`src/rtl/imm_ext_pkg.sv`:
```
// Shared types and constants for the immediate extender.
package imm_ext_pkg;

  // Extension mode, carried alongside the immediate.
  typedef enum logic [1:0] {
    MODE_ZERO  = 2'b00,
    MODE_SIGN  = 2'b01,
    MODE_SHL2  = 2'b10,
    MODE_UPPER = 2'b11
  } imm_mode_t;

endpackage : imm_ext_pkg

```
`src/rtl/imm_extend_core.sv`:
```
// Pure combinational immediate extension: N-bit immediate -> M-bit operand.
module imm_extend_core
  import imm_ext_pkg::*;
#(
  parameter int unsigned N = 16,
  parameter int unsigned M = 32
) (
  input  logic [N-1:0] i_data,
  input  logic [1:0]   i_mode,
  output logic [M-1:0] o_data
);

  // Reject widths that would lose the sign bit in the shifted mode.
  if (N < 2 || M < N + 2) begin : g_bad_params
    $error("imm_extend_core: need N >= 2 and M - N >= 2");
  end

  imm_mode_t       mode;
  logic [M-1:0]    sext;

  assign mode = imm_mode_t'(i_mode);

  // Select the extended operand for the requested mode.
  always_comb begin
    sext   = {{(M-N){i_data[N-1]}}, i_data};
    o_data = '0;
    case (mode)
      MODE_ZERO:  o_data = {{(M-N){1'b0}}, i_data};
      MODE_SIGN:  o_data = sext;
      MODE_SHL2:  o_data = {sext[M-3:0], 2'b00};
      MODE_UPPER: o_data = {i_data, {(M-N){1'b0}}};
      default:    o_data = '0;
    endcase
  end

endmodule : imm_extend_core

```
`src/rtl/imm_extender_pipe.sv`:
```
// Registered immediate extender behind a valid/ready handshake with a
// 2-entry skid buffer (output register + skid register).
module imm_extender_pipe
  import imm_ext_pkg::*;
#(
  parameter int unsigned N = 16,
  parameter int unsigned M = 32
) (
  input  logic         i_clk,
  input  logic         i_rst_n,
  input  logic         i_valid,
  output logic         o_ready,
  input  logic [N-1:0] i_data,
  input  logic [1:0]   i_mode,
  output logic         o_valid,
  input  logic         i_ready,
  output logic [M-1:0] o_data,
  output logic         o_neg
);

  logic [M-1:0] ext;

  logic         out_valid_q, out_valid_d;
  logic [M-1:0] out_data_q,  out_data_d;
  logic         out_neg_q,   out_neg_d;
  logic         skid_valid_q, skid_valid_d;
  logic [M-1:0] skid_data_q,  skid_data_d;

  logic accept;
  logic xfer;

  imm_extend_core #(
    .N (N),
    .M (M)
  ) u_core (
    .i_data (i_data),
    .i_mode (i_mode),
    .o_data (ext)
  );

  // Ready depends only on skid state, so there is no path from i_ready.
  assign o_ready = !skid_valid_q;
  assign o_valid = out_valid_q;
  assign o_data  = out_data_q;
  assign o_neg   = out_neg_q;

  assign accept = i_valid && o_ready;
  assign xfer   = out_valid_q && i_ready;

  // Next-state for output and skid registers.
  always_comb begin
    out_valid_d  = out_valid_q;
    out_data_d   = out_data_q;
    skid_valid_d = skid_valid_q;
    skid_data_d  = skid_data_q;

    if (skid_valid_q && (xfer || !out_valid_q)) begin
      // Skid drains into the output register; a simultaneous accept
      // (only possible if state is inconsistent) refills the skid.
      out_valid_d  = 1'b1;
      out_data_d   = skid_data_q;
      skid_valid_d = accept;
      if (accept) begin
        skid_data_d = ext;
      end
    end else if (xfer || !out_valid_q) begin
      // Output register is free this edge.
      out_valid_d = accept;
      if (accept) begin
        out_data_d = ext;
      end
    end else if (accept) begin
      // Output held by a stall: park the new result in the skid.
      skid_valid_d = 1'b1;
      skid_data_d  = ext;
    end

    out_neg_d = out_data_d[M-1];
  end

  // State registers with synchronous active-low reset.
  always_ff @(posedge i_clk) begin
    if (!i_rst_n) begin
      out_valid_q  <= 1'b0;
      out_data_q   <= '0;
      out_neg_q    <= 1'b0;
      skid_valid_q <= 1'b0;
      skid_data_q  <= '0;
    end else begin
      out_valid_q  <= out_valid_d;
      out_data_q   <= out_data_d;
      out_neg_q    <= out_neg_d;
      skid_valid_q <= skid_valid_d;
      skid_data_q  <= skid_data_d;
    end
  end

endmodule : imm_extender_pipe

```
`config.mk`:
```
export PLATFORM = sky130hd
export DESIGN_NAME = imm_extender_pipe
export DESIGN_NICKNAME = d
export VERILOG_FILES = /design/src/rtl/imm_ext_pkg.sv /design/src/rtl/imm_extend_core.sv /design/src/rtl/imm_extender_pipe.sv
export SDC_FILE = /design/constraint.sdc
export NUM_CORES = 1
export LEC_CHECK = 0
export BUFFER_PORTS_ARGS = -buffer_cell sky130_fd_sc_hd__buf_2
export CAP_MARGIN = 20
export CELL_PAD_IN_SITES_DETAIL_PLACEMENT = 1
export CELL_PAD_IN_SITES_GLOBAL_PLACEMENT = 2
export CORE_MARGIN = 2
export CORE_UTILIZATION = 35
export DETAILED_ROUTE_END_ITERATION = 8
export MAX_ROUTING_LAYER = met4
export PLACE_DENSITY_LB_ADDON = 0.1
export REMOVE_ABC_BUFFERS = 1
export SLEW_MARGIN = 20
export SYNTH_ARGS = -nofsm -noshare
export SYNTH_HDL_FRONTEND = slang
export SYNTH_HIERARCHICAL = 1
export SYNTH_SLANG_ARGS = --single-unit
```
`constraint.sdc`:
```
create_clock -name i_clk -period 1.35 [get_ports i_clk]
set_input_delay 0.135 -clock i_clk [delete_from_list [all_inputs] [get_ports i_clk]]
set_output_delay 0.135 -clock i_clk [all_outputs]
set_load 0.02 [all_outputs]
```
==> results of run 1 <==
kinds of logic (layout without fill, tap and decap cells):
kind of cell / after synthesis / count (layout)
muxes: 47 / 47
DFF: 66 / 66
buffers and inverters: 33 / 88
and+or+nand+nor: 76 / 76
AOI/OAI and AO/OA: 96 / 96
final timing paths:
| path | to | slack, ns | depth (start not counted) |
|---|---|---|---|
| max | o_ready | 0.08 | 3 |
| min reg2reg | skid_data_q[3] | 0.45 | 2 |
| min | skid_valid_q | 0.13 | 3 |
| max reg2reg | o_data[16] | 0.09 | 4 |
metrics by stage:
| step | std cells | cell area (um^2) | util [%] | hold WS, ns |
|---|---|---|---|---|
| finish | 481 | 3749 | 42.98 | 0.1310 |
| global route | 481 | 3749 | 42.98 | 0.1587 |
| CTS | 480 | 3721 | 42.67 | 0.1194 |
| detailed placement | 464 | 3523 | 40.40 | 0.4428 |
| global placement | 464 | 3523 | 40.40 | 0.4393 |
| floorplan | 288 | 2939 | - | 0.2881 |
worst max-delay path, cell delays in order, from the launching register on:
cell,delay (ns)
dfxtp_4,0.42
buf_12,0.18
inv_1,0.04
buf_2,0.15
per-layer routing:
metal | GRT usage [%] | wire length [um]
met1 | 21.61 | 3958
met3 | 3.191 | 247
met2 | 28.27 | 3782
met4 | 6.322 | 115
met5 | - | 0
registers in the layout (all words and copies together) (netlist names):
name,flops
o_valid,1
skid_data_q,32
skid_valid_q,1
o_data,32
final cells by class:
class                           instances  share of cell area (%)
Clock buffer                           14                   4.339
Inverter                                3                  0.3004
Sequential cell                        66                   35.35
Tap cell                              108                   3.605
Clock inverter                          2                  0.9346
Timing Repair Buffer                   69                   12.22
Multi-Input combinational cell        219                   43.26
synthesized netlist by cell type:
cell type  count  area, um^2
or2_4          1       8.760
nand3b_4       1       20.02
dfxtp_1       66        1321
mux2i_1       47       470.5
buf_6         10       112.6
nand4bb_1      1       11.26
buf_4          3       22.52
nor4bb_1       1       10.01
a21boi_4       1       18.77
nor2b_4        1       13.76
o21ai_2       10       87.58
o2bb2ai_1     32       280.3
nand2b_1       1       6.260
nand3_1        1       5.000
a22o_1        14       122.6
inv_2          1       3.750
clkbuf_1       4       15.01
a21boi_1      30       225.2
nor2b_1        2       12.51
a21boi_0       3       22.52
nand2_1       64       240.2
o21a_1         1       7.510
nor2_1         1       3.750
buf_2         13       65.06
nor3b_1        1       7.510
inv_1          2       7.510
nand3b_1       1       7.510
o21ai_1        5       25.02
power breakdown:
| group | switching, mW | internal [mW] |
|---|---|---|
| sequential | 0.0410 | 2.02 |
| combinational | 0.390 | 0.270 |
| clock | 0.735 | 0.954 |
==> flow_summary.json, run 1 <==
{
  "status": "finished clean",
  "period_share_pct": 94.09,
  "ys_warn_count": 6,
  "seqCellArea_mm2": 0.001325,
  "fmax_ghz": 0.7873,
  "critical_path_required_ns": 1.22,
  "p_leak_nw": 1.448,
  "synth_top_family_by_area": "compound AO/OA/AOI/OAI gates",
  "synthCells": 318,
  "fin_skew_ns": 0.006411,
  "crit_arrival_ns": 1.14,
  "tightest_slew_ns": 0.3825,
  "grt-ovfl-total": 0,
  "die_w_um": 98.93,
  "cts_sinks": 66,
  "synth_xor_area_share_pct": 0,
  "insertion_delay_ns": 0.34,
  "endpoint_kind": "output pin",
  "power_mw": 4.415,
  "numPortBuffers": 56,
  "p_per_area_mw_per_mm2": 1178,
  "synth_compound_area_share_pct": 25.03,
  "synth.ff_latch_count": 66,
  "synth-simple-area-share_pct": 10.99,
  "post_cts_buffers": 0,
  "n_fill_cell": 998,
  "first_iter_violations": 45,
  "setup_ws_ns": 0.07977,
  "post-place-ws_ns": 0.07391,
  "period_needed_ns": 1.270,
  "hold_viol": 0,
  "start_kind": "flop",
  "finalSetupViolCount": 0,
  "cts_tree": "done",
  "syn_area_per_cell_um2": 9.919,
  "hold_path.class": "input pin to flop",
  "final_cell_mix": "65 x dfxtp_1, 64 x nand2_1, 56 x buf_2",
  "multi_input_area_mm2": 0.001622,
  "hpwlAfterDp_mm": 5.485,
  "synth_fa_ha_area_share_pct": 0,
  "first_pass_iters": 4,
  "core_area_mm2": 0.008721,
  "gp_congestion": 0.7569,
  "postCtsHoldBufs": 0,
  "htree_num_levels": 3,
  "io_pins": 57,
  "synth.yosys.seq_area_share_pct": 41.89,
  "route.detailed.drc": 0,
  "slew_viol_final": 0,
  "ant_nets": 0,
  "antenna_found_initial": 0,
  "cts_made_buffers": 9,
  "grt_setup_unrepaired": "false",
  "avgViaCountPerCell": 5.139,
  "vias": 2472,
  "startpoint": "skid_valid_q",
  "synth_area_mm2": 0.003154,
  "chipHeight_um": 98.93,
  "synth.mux.area_fraction_pct": 14.91,
  "root_buffer": "clkbuf_8",
  "grt_pass1_vias": 2499,
  "fp.dieArea_mm2": 0.009787,
  "slew_headroom_pct": 74.47,
  "area_growth_pct": 18.84,
  "clk_pin_slew_worst_paths_ns": 0.07,
  "timing.rr.start": "skid_valid_q",
  "final_layout_size_suffix_gt1_share_pct": 26.54,
  "ir_worst_vdd_uv": 496.6,
  "drv_cap": 0,
  "wl_per_cell_um": 16.85,
  "fin_tns_setup_ns": 0,
  "groute.usage.overall_pct": 17.40,
  "row_count": 34,
  "totalWireLength_mm": 8.103,
  "grt_first_pass_wirelength_mm": 12.98,
  "grt_max_degree": 33,
  "mostFrequentLayoutCell": "dfxtp_1",
  "nets": 390,
  "cts_resized": 0,
  "worst-path-max-fanout": 12,
  "ys_types": 28,
  "clock_path_buffers": 2,
  "diodes": 0,
  "path_class": "flop to output pin",
  "start_util_pct": 36.17,
  "hp-start": "i_valid"
}
(Power assumes the default switching activity.)
==> inputs of run 2 (changes only) <==
CORE_UTILIZATION = 37   (was 35)
PLACE_DENSITY_LB_ADDON = 0.2   (was 0.1)
clock period = 1.65 ns   (was 1.35 ns; I/O delays follow)
==> flow_summary.json, run 2 (synthesized netlist as in run 1, its figures left out) <==
{
  "slew_headroom_pct": 69.80,
  "p_switching_mw": 0.9566,
  "numPortBuffers": 56,
  "grt_pass1_vias": 2516,
  "status": "finished clean",
  "comb_power_share_pct": 15.5,
  "pwr-share-seq_pct": 49.6,
  "mostFrequentLayoutCell": "dfxtp_1",
  "chipHeight_um": 96.33,
  "cts_made_buffers": 9,
  "cts_resized": 0,
  "row_count": 33,
  "crit_path_top_delay_cell": "dfxtp_2",
  "fmax_ghz": 0.8037,
  "path_class": "flop to flop",
  "power_mw": 3.408,
  "final_layout_size_suffix_gt1_share_pct": 25.54,
  "multi_input_area_mm2": 0.001622,
  "fin_skew_ns": 0.006631,
  "worst-path-max-fanout": 32,
  "nets": 385,
  "startpoint": "skid_valid_q",
  "power.share.clock_pct": 34.9,
  "root_buffer": "clkbuf_8",
  "critPathCapture": "o_data[29]",
  "finalSetupViolCount": 0,
  "io_pins": 57,
  "ir_worst_vdd_uv": 408.2,
  "start_kind": "flop",
  "grt-ovfl-total": 0,
  "hold_depth": 2,
  "ant_nets": 0,
  "p_leak_nw": 1.405,
  "vias": 2490,
  "hold_path.class": "input pin to flop",
  "wl_per_cell_um": 16.68,
  "ff2ff_setup_slack_ns": 0.41,
  "period_share_pct": 75.41,
  "diodes": 0,
  "n_fill_cell": 961,
  "worstPathCellList": "or2_4, a21boi_4, buf_12, o2bb2ai_1",
  "met3_usage_pct": 4.072,
  "avgViaCountPerCell": 5.264,
  "grt_max_degree": 34,
  "p_int_mw": 2.452,
  "crit_arrival_ns": 1.50,
  "tightest_slew_ns": 0.4525,
  "start_util_pct": 38.20,
  "grt_first_pass_wirelength_mm": 12.99,
  "insertion_delay_ns": 0.34,
  "first_iter_violations": 66,
  "hold_viol": 0,
  "timing.rr.start": "skid_valid_q",
  "route.detailed.drc": 0,
  "power.share.switching_pct": 28.07,
  "seqCellArea_mm2": 0.001323,
  "critical_path_required_ns": 1.91,
  "hpwlAfterDp_mm": 4.929,
  "die_w_um": 96.33,
  "critPathBufInv": 1,
  "totalWireLength_mm": 7.889,
  "htree_num_levels": 3,
  "cp_top_family": "flip-flops",
  "cts_tree": "done",
  "groute.usage.overall_pct": 18.91,
  "grt_setup_unrepaired": "false",
  "endpoint_kind": "flop",
  "p_per_area_mw_per_mm2": 932.9,
  "first_pass_iters": 4,
  "cpPeakStageDelay_ns": 0.36,
  "final_cell_mix": "65 x dfxtp_1, 64 x nand2_1, 56 x buf_2",
  "period_needed_ns": 1.244,
  "use_met2_pct": 30.73,
  "drv_cap": 0,
  "gp_congestion": 0.6957,
  "path_depth": 4,
  "clock_path_buffers": 2,
  "area_growth_pct": 15.83,
  "cts_sinks": 66,
  "post_cts_buffers": 0,
  "postCtsHoldBufs": 0,
  "antenna_found_initial": 0,
  "whs_ns": 0.1255,
  "grt.busiest_layer": "met2",
  "fp.dieArea_mm2": 0.009279,
  "timing.rr.end": "o_data[29]",
  "core_area_mm2": 0.008258,
  "fin_tns_setup_ns": 0,
  "r2r_cells": 4,
  "clk_pin_slew_worst_paths_ns": 0.07,
  "grt_use_met1_pct": 23.90,
  "slew_viol_final": 0
}
==> run 2: worst min path at each step <==
stage,from,endpoint,slack (ns)
floorplan,i_rst_n,skid_data_q[10],0.32
global placement,o_data[13],o_data[13],0.44
detailed placement,o_data[25],o_data[25],0.44
CTS,i_rst_n,skid_valid_q,0.12
global route,i_rst_n,skid_valid_q,0.13
finish,i_rst_n,skid_valid_q,0.13
==> run 2: stage by stage <==
step | instance area [um^2] | worst slack [ns] | instances | utilization [%]
final | 3654 | 0.4058 | 473 | 44.24
after global routing | 3654 | 0.3230 | 473 | 44.24
after CTS | 3654 | 0.3944 | 473 | 44.24
after detailed placement | 3490 | 0.3337 | 457 | 42.26
after global placement | 3490 | 0.3711 | 457 | 42.26
after floorplan | 2939 | -2.017 | 288 | -
==> run 2: area by class of cell <==
cell class              count  area share (%)
inverters                   3          0.3082
repair buffers             64           11.03
multi-input cells         219           44.38
flip-flops and latches     66           36.20
clock buffers              13           4.075
clock inverters             3          0.4110
well taps                 105           3.596
==> run 2: power groups by stage <==
stage	sequential [mW]	combinational (mW)	clock, mW
2_1_floorplan	1.79	0.247	0
3_3_place_gp	1.73	0.529	0
3_5_place_dp	1.73	0.536	0
4_1_cts	1.69	0.537	1.23
5_1_grt	1.70	0.581	1.31
6_report	1.69	0.527	1.19
==> run 2: routing by layer <==
| metal | up-vias | share of wire, % |
|---|---|---|
| li1 | 1226 | - |
| met1 | 1211 | 48 |
| met2 | 43 | 47 |
| met3 | 10 | 3.7 |
| met4 | 0 | 1.1 |
| met5 | - | 0 |
